File: src/rtl/pc_pkg.sv
// Shared definitions for the program-counter unit.
//   PC_W_DEF   default program-counter width (1024-entry program memory)
//   LUT_N_DEF  default number of branch-target table entries
//   branch_cond_t  branch condition encoding (EQ, LT, LTE, ALWAYS)
//   state_t        sequencer states (IDLE, RUN, HALTED)
//   cond_met()     evaluates a branch condition against the ALU flags
package pc_pkg;

    localparam int PC_W_DEF  = 10;
    localparam int LUT_N_DEF = 16;

    typedef enum logic [1:0] {
        EQ     = 2'b00,
        LT     = 2'b01,
        LTE    = 2'b10,
        ALWAYS = 2'b11
    } branch_cond_t;

    typedef enum logic [1:0] {
        IDLE   = 2'b00,
        RUN    = 2'b01,
        HALTED = 2'b10
    } state_t;

    function automatic logic cond_met(branch_cond_t c, logic eq, logic lt);
        logic r;
        case (c)
            EQ:      r = eq;
            LT:      r = lt;
            LTE:     r = eq | lt;
            default: r = 1'b1;
        endcase
        return r;
    endfunction

endpackage

File: src/rtl/branch_lut.sv
// Branch-target table: LUT_N entries of PC_W bits.
//   clk, reset_n   clock and asynchronous active-low reset (clears all entries)
//   we/waddr/wdata synchronous write port
//   raddr/rdata    combinational read port
// A write and a read of the same entry in one cycle returns the old value;
// the new contents appear after the edge.
module branch_lut
    import pc_pkg::*;
#(
    parameter int PC_W  = PC_W_DEF,
    parameter int LUT_N = LUT_N_DEF
) (
    input  logic                     clk,
    input  logic                     reset_n,
    input  logic                     we,
    input  logic [$clog2(LUT_N)-1:0] waddr,
    input  logic [PC_W-1:0]          wdata,
    input  logic [$clog2(LUT_N)-1:0] raddr,
    output logic [PC_W-1:0]          rdata
);

    logic [PC_W-1:0] mem [LUT_N];

    always_ff @(posedge clk or negedge reset_n) begin
        if (!reset_n) begin
            for (int i = 0; i < LUT_N; i++) begin
                mem[i] <= '0;
            end
        end else if (we) begin
            mem[waddr] <= wdata;
        end
    end

    assign rdata = mem[raddr];

endmodule

File: src/rtl/pc_unit.sv
// Program-counter sequencer with a branch-target table.
//   clk, reset_n         clock, asynchronous active-low reset
//   start                begin execution at pc 0 (from IDLE or HALTED)
//   stall                freeze pc/state/counter for this cycle
//   branch_en/branch_cond/equal/lessThan/lut_idx  branch request; target = lut[lut_idx]
//   lut_we/lut_waddr/lut_wdata                     table write port (always active)
//   halt_req             current instruction is HALT
//   pc                   fetch address
//   running / done       state decodes (RUN / HALTED)
//   cycle_count          saturating count of non-stalled RUN cycles since start
//   dbg_state            current FSM state, for observation
module pc_unit
    import pc_pkg::*;
#(
    parameter int PC_W  = PC_W_DEF,
    parameter int LUT_N = LUT_N_DEF
) (
    input  logic                     clk,
    input  logic                     reset_n,
    input  logic                     start,
    input  logic                     stall,
    input  logic                     branch_en,
    input  logic [1:0]               branch_cond,
    input  logic                     equal,
    input  logic                     lessThan,
    input  logic [$clog2(LUT_N)-1:0] lut_idx,
    input  logic                     lut_we,
    input  logic [$clog2(LUT_N)-1:0] lut_waddr,
    input  logic [PC_W-1:0]          lut_wdata,
    input  logic                     halt_req,
    output logic [PC_W-1:0]          pc,
    output logic                     running,
    output logic                     done,
    output logic [15:0]              cycle_count,
    output state_t                   dbg_state
);

    state_t          state, state_nxt;
    logic [PC_W-1:0] pc_nxt;
    logic [15:0]     cnt_nxt;
    logic [PC_W-1:0] lut_rdata;
    logic            taken;

    branch_lut #(
        .PC_W  (PC_W),
        .LUT_N (LUT_N)
    ) u_lut (
        .clk     (clk),
        .reset_n (reset_n),
        .we      (lut_we),
        .waddr   (lut_waddr),
        .wdata   (lut_wdata),
        .raddr   (lut_idx),
        .rdata   (lut_rdata)
    );

    assign taken = branch_en & cond_met(branch_cond_t'(branch_cond), equal, lessThan);

    always_ff @(posedge clk or negedge reset_n) begin
        if (!reset_n) begin
            state       <= IDLE;
            pc          <= '0;
            cycle_count <= '0;
        end else begin
            state       <= state_nxt;
            pc          <= pc_nxt;
            cycle_count <= cnt_nxt;
        end
    end

    always_comb begin
        state_nxt = state;
        pc_nxt    = pc;
        cnt_nxt   = cycle_count;
        case (state)
            IDLE, HALTED: begin
                if (start) begin
                    state_nxt = RUN;
                    pc_nxt    = '0;
                    cnt_nxt   = '0;
                end
            end
            RUN: begin
                if (!stall) begin
                    // The halting cycle is itself counted.
                    cnt_nxt = (cycle_count == 16'hFFFF) ? cycle_count : cycle_count + 16'd1;
                    if (halt_req) begin
                        state_nxt = HALTED;
                    end else if (taken) begin
                        pc_nxt = lut_rdata;
                    end else begin
                        pc_nxt = pc + PC_W'(1);
                    end
                end
            end
            default: begin
                state_nxt = IDLE;
                pc_nxt    = '0;
                cnt_nxt   = '0;
            end
        endcase
    end

    assign running   = (state == RUN);
    assign done      = (state == HALTED);
    assign dbg_state = state;

endmodule

File: config.mk
export PLATFORM = sky130hd
export DESIGN_NAME = pc_unit
export DESIGN_NICKNAME = d
export VERILOG_FILES = /design/src/rtl/pc_pkg.sv /design/src/rtl/branch_lut.sv /design/src/rtl/pc_unit.sv
export SDC_FILE = /design/constraint.sdc
export NUM_CORES = 1
export LEC_CHECK = 0
export ABC_AREA = 1
export BUFFER_PORTS_ARGS = -buffer_cell sky130_fd_sc_hd__buf_2
export CAP_MARGIN = 20
export CORE_ASPECT_RATIO = 2
export CORE_UTILIZATION = 55
export DETAILED_ROUTE_END_ITERATION = 12
export PLACE_DENSITY = 0.78
export REMOVE_ABC_BUFFERS = 1
export SLEW_MARGIN = 20
export SYNTH_ARGS = -nofsm -noshare
export SYNTH_HDL_FRONTEND = slang
export SYNTH_SLANG_ARGS = --single-unit
File: constraint.sdc
create_clock -name clk -period 1.7 [get_ports clk]
set_input_delay 0 -clock clk [delete_from_list [all_inputs] [get_ports clk]]
set_output_delay 0 -clock clk [all_outputs]
set_load 0.02 [all_outputs]
==> reports/metrics.cfg <==
[floorplan]
die_area_um2 = 17030
core_um2 = 16190
rows = 66
io_pins = 59
initial_core_util = 0.5602
die_h_um = 183.6
die_w_um = 92.79

[finish]
design_area_um2 = 10390
drive_above_1_share = 0.1185
area_growth_pct = 14.56
final_nets = 1259
fillers = 1445
antenna_cells = 0

[power_and_ir_drop]
p_seq_frac = 0.467
internal_power_mw = 8.666
p_per_area_nw_per_um2 = 1226
pwr-share-comb = 0.223
peakVddDrop_mv = 0.7306
power_switching_mw = 4.073
clkPwrFrac = 0.310
swShare = 0.3197
total_leakage_power_nw = 5.064
p_total_mw = 12.74

[sta]
fmax_mhz = 628.6
finClkSkew_ps = 11.54
period_share = 0.9357
hold_slack_ps = 49.45
final-max-slew-violation-count = 0
hold_viol_final = 0
relSlewSlack = 0.6833
post-route-min-period_ps = 1591
setup_violations = 0
worst_slew_pin_slew_ps = 474.5

[logic_synthesis]
synthCells = 1180
syn_area_um2 = 9067
yosys-top-cells-count = 403 x nand2_1, 188 x dfrtp_1, 137 x nand3_1
seq_area_frac_synth = 0.5188
ys_ff_latch = 188
synth_top_area_frac = 0.5188
synth_warnings = 0
synthArstFlopShare = 1.000
synth_most_common_cell = nand2_1
syn_area_per_cell_um2 = 7.684
synthFlopType = dfrtp_1
synth_top_area_cell = dfrtp_1
synth_edf_count = 0
synthTopCellsByArea = dfrtp_1 52%, nand2_1 17%, nand3_1 7.6%
yosysUniqueCellTypes = 28

[route]
drc_errors = 0
vias_per_cell = 5.643
wl_per_cell_um = 16.66
drtIter0Drc = 667
num_vias = 8154
drt-pass1-iter-count = 5
routed_wl_um = 24070
postRouteAntennaNets = 0

[clocking]
cts_buffers = 17
insertion_delay_ps = 440
cts-htree-levels = 4
cts_tree = done
clk_path_buf_depth = 2
cts_root_buf = clkbuf_16
clk_pin_slew_ps = 70
cts.sinks = 188
cts_setup_buffers = 0

[placement]
dp_hpwl_um = 15540
numPortBuffers = 58
post_dp_cell_area_um2 = 9663
gp_congestion = 0.8442

[setup_path]
r2r-end = cycle_count[7]$_DFFE_PN0P_
worstPathCellList = ha_2 > nand3_2 > nor2_4 > nand4_2 > nand2_4 > inv_2 > nand2_1 > o21ai_1
slowest_stage = dfrtp_1
reg2reg_depth = 8
path_buf_inv = 1
crit_type = reg -> reg
path_max_fanout = 13
max_stage_delay_ps = 390
crit_family = simple AND/OR/NAND/NOR gates
r2r_slack_ps = 110
timing.rr.start = cycle_count[1]$_DFFE_PN0P_
cp-start-kind = flip-flop
crit_required_ps = 2020
end_kind = flip-flop
crit_arrival_ps = 1910

[global_routing]
grt_busiest_layer = met2
grt_util_met1 = 0.3427
grt_pass1_vias = 7950
grt_max_degree = 61
grt_pass1_wl_um = 39720
gr-usage-all-layers = 0.3042
overflow = 0
grtUsageMet2 = 0.5494
antenna_found_initial = 0
met3_usage = 0.03846

[run_status]
status = complete, no violations

[hold_path]
min_from = stall
hold_depth = 6
hold_class = in -> reg
min_to = dbg_state[1]$_DFFE_PN0P_

[run]
maxCapViolCount = 0

[layer usage]
layer | routed length (um) | share of wire | vias to the layer above
met3 | 952 | 0.040 | 75
li1 | - | - | 3923
met1 | 9123 | 0.38 | 3892
met2 | 12960 | 0.54 | 264
met5 | 0 | 0 | -
met4 | 1038 | 0.043 | 0
[worst max-delay path by stage]
| stage | from | endpoint | slack, ps | cells after the start |
|---|---|---|---|---|
| finish | cycle_count[1]$_DFFE_PN0P_ | cycle_count[7]$_DFFE_PN0P_ | 110 | 8 |
| detailed placement | cycle_count[1]$_DFFE_PN0P_ | cycle_count[0]$_DFFE_PN0P_ | 70 | 8 |
| CTS | cycle_count[1]$_DFFE_PN0P_ | cycle_count[7]$_DFFE_PN0P_ | 20 | 8 |
| floorplan | dbg_state[0]$_DFFE_PN0P_ | cycle_count[0]$_DFFE_PN0P_ | -100 | 9 |
| global route | cycle_count[1]$_DFFE_PN0P_ | cycle_count[0]$_DFFE_PN0P_ | -4 | 8 |
| global placement | cycle_count[1]$_DFFE_PN0P_ | cycle_count[0]$_DFFE_PN0P_ | 120 | 8 |
[repair_timing]
action	in CTS	in global routing
hold buffers	12	0
hold endpoints to repair	209	0
gates resized for setup	0	5
endpoints found under the setup margin	0	14
[state kept, by name, summed over array words and instances, names as in the netlist]
| signal | flops |
|---|---|
| u_lut.mem | 160 |
| cycle_count | 16 |
| pc | 10 |
| dbg_state | 2 |
[placed cells by master (no fill, tap or decap), drive strengths merged]
cell / netlist / layout
clkinvlp: 0 / 4
nand4: 5 / 5
xor2: 13 / 13
inv: 67 / 68
nand3b: 2 / 2
clkinv: 1 / 8
o21bai: 1 / 1
nor3: 9 / 9
nor2: 49 / 49
a21oi: 38 / 38
dlygate4sd3: 0 / 12
clkbuf: 53 / 19
ha: 2 / 2
xnor2: 1 / 1
o21ai: 183 / 183
buf: 25 / 94
bufinv: 0 / 2
o21a: 1 / 1
nand2: 405 / 405
dfrtp: 188 / 188
nand3: 137 / 137
[metrics by stage]
stage | instances | setup TNS [ps] | setup slack, ps | utilization
after floorplan | 1102 | -769.5 | -96.80 | -
final | 1445 | 0 | 109.3 | 0.6418
after global routing | 1445 | -3.792 | -3.792 | 0.6418
after detailed placement | 1401 | 0 | 65.01 | 0.5970
after CTS | 1445 | 0 | 17.83 | 0.6405
after global placement | 1401 | 0 | 123.8 | 0.5970
[tightest hold or removal path, delay by kind of cell]
| family | cells | cell delay [ps] |
|---|---|---|
| buf+inv | 3 | 200 |
| simple gates | 2 | 120 |
| compound gates | 1 | 120 |
[final cells by class]
cell class | count | area, um2 | share of cell area
clock inverter | 14 | 145.1 | 0.01397
timing repair buffer | 107 | 784.5 | 0.07552
sequential | 188 | 4705 | 0.4529
multi-input combinational | 846 | 3804 | 0.3662
inverter | 68 | 255.2 | 0.02457
clock buffer | 18 | 439.2 | 0.04228
tap | 204 | 255.2 | 0.02457
[cell families after synthesis]
group                    after synthesis  synth area share
adder cells (fa/ha/maj)                2          0.002759
XOR/XNOR                              14           0.01352
flip-flops                           188            0.5188
buffers and inverters                146           0.06444
AO/OA/AOI/OAI                        223            0.1236
AND/OR/NAND/NOR                      607            0.2768
[power by group through the flow]
stage,combinational [mW],sequential (mW),clock [mW]
finish,2.84,5.94,3.95
global route,3.23,6.05,4.18
CTS,2.84,5.93,3.99
detailed placement,2.78,6.00,0
global placement,2.70,5.97,0
floorplan,1.65,6.05,0
No activity file was read; power rests on OpenSTA's default activity.
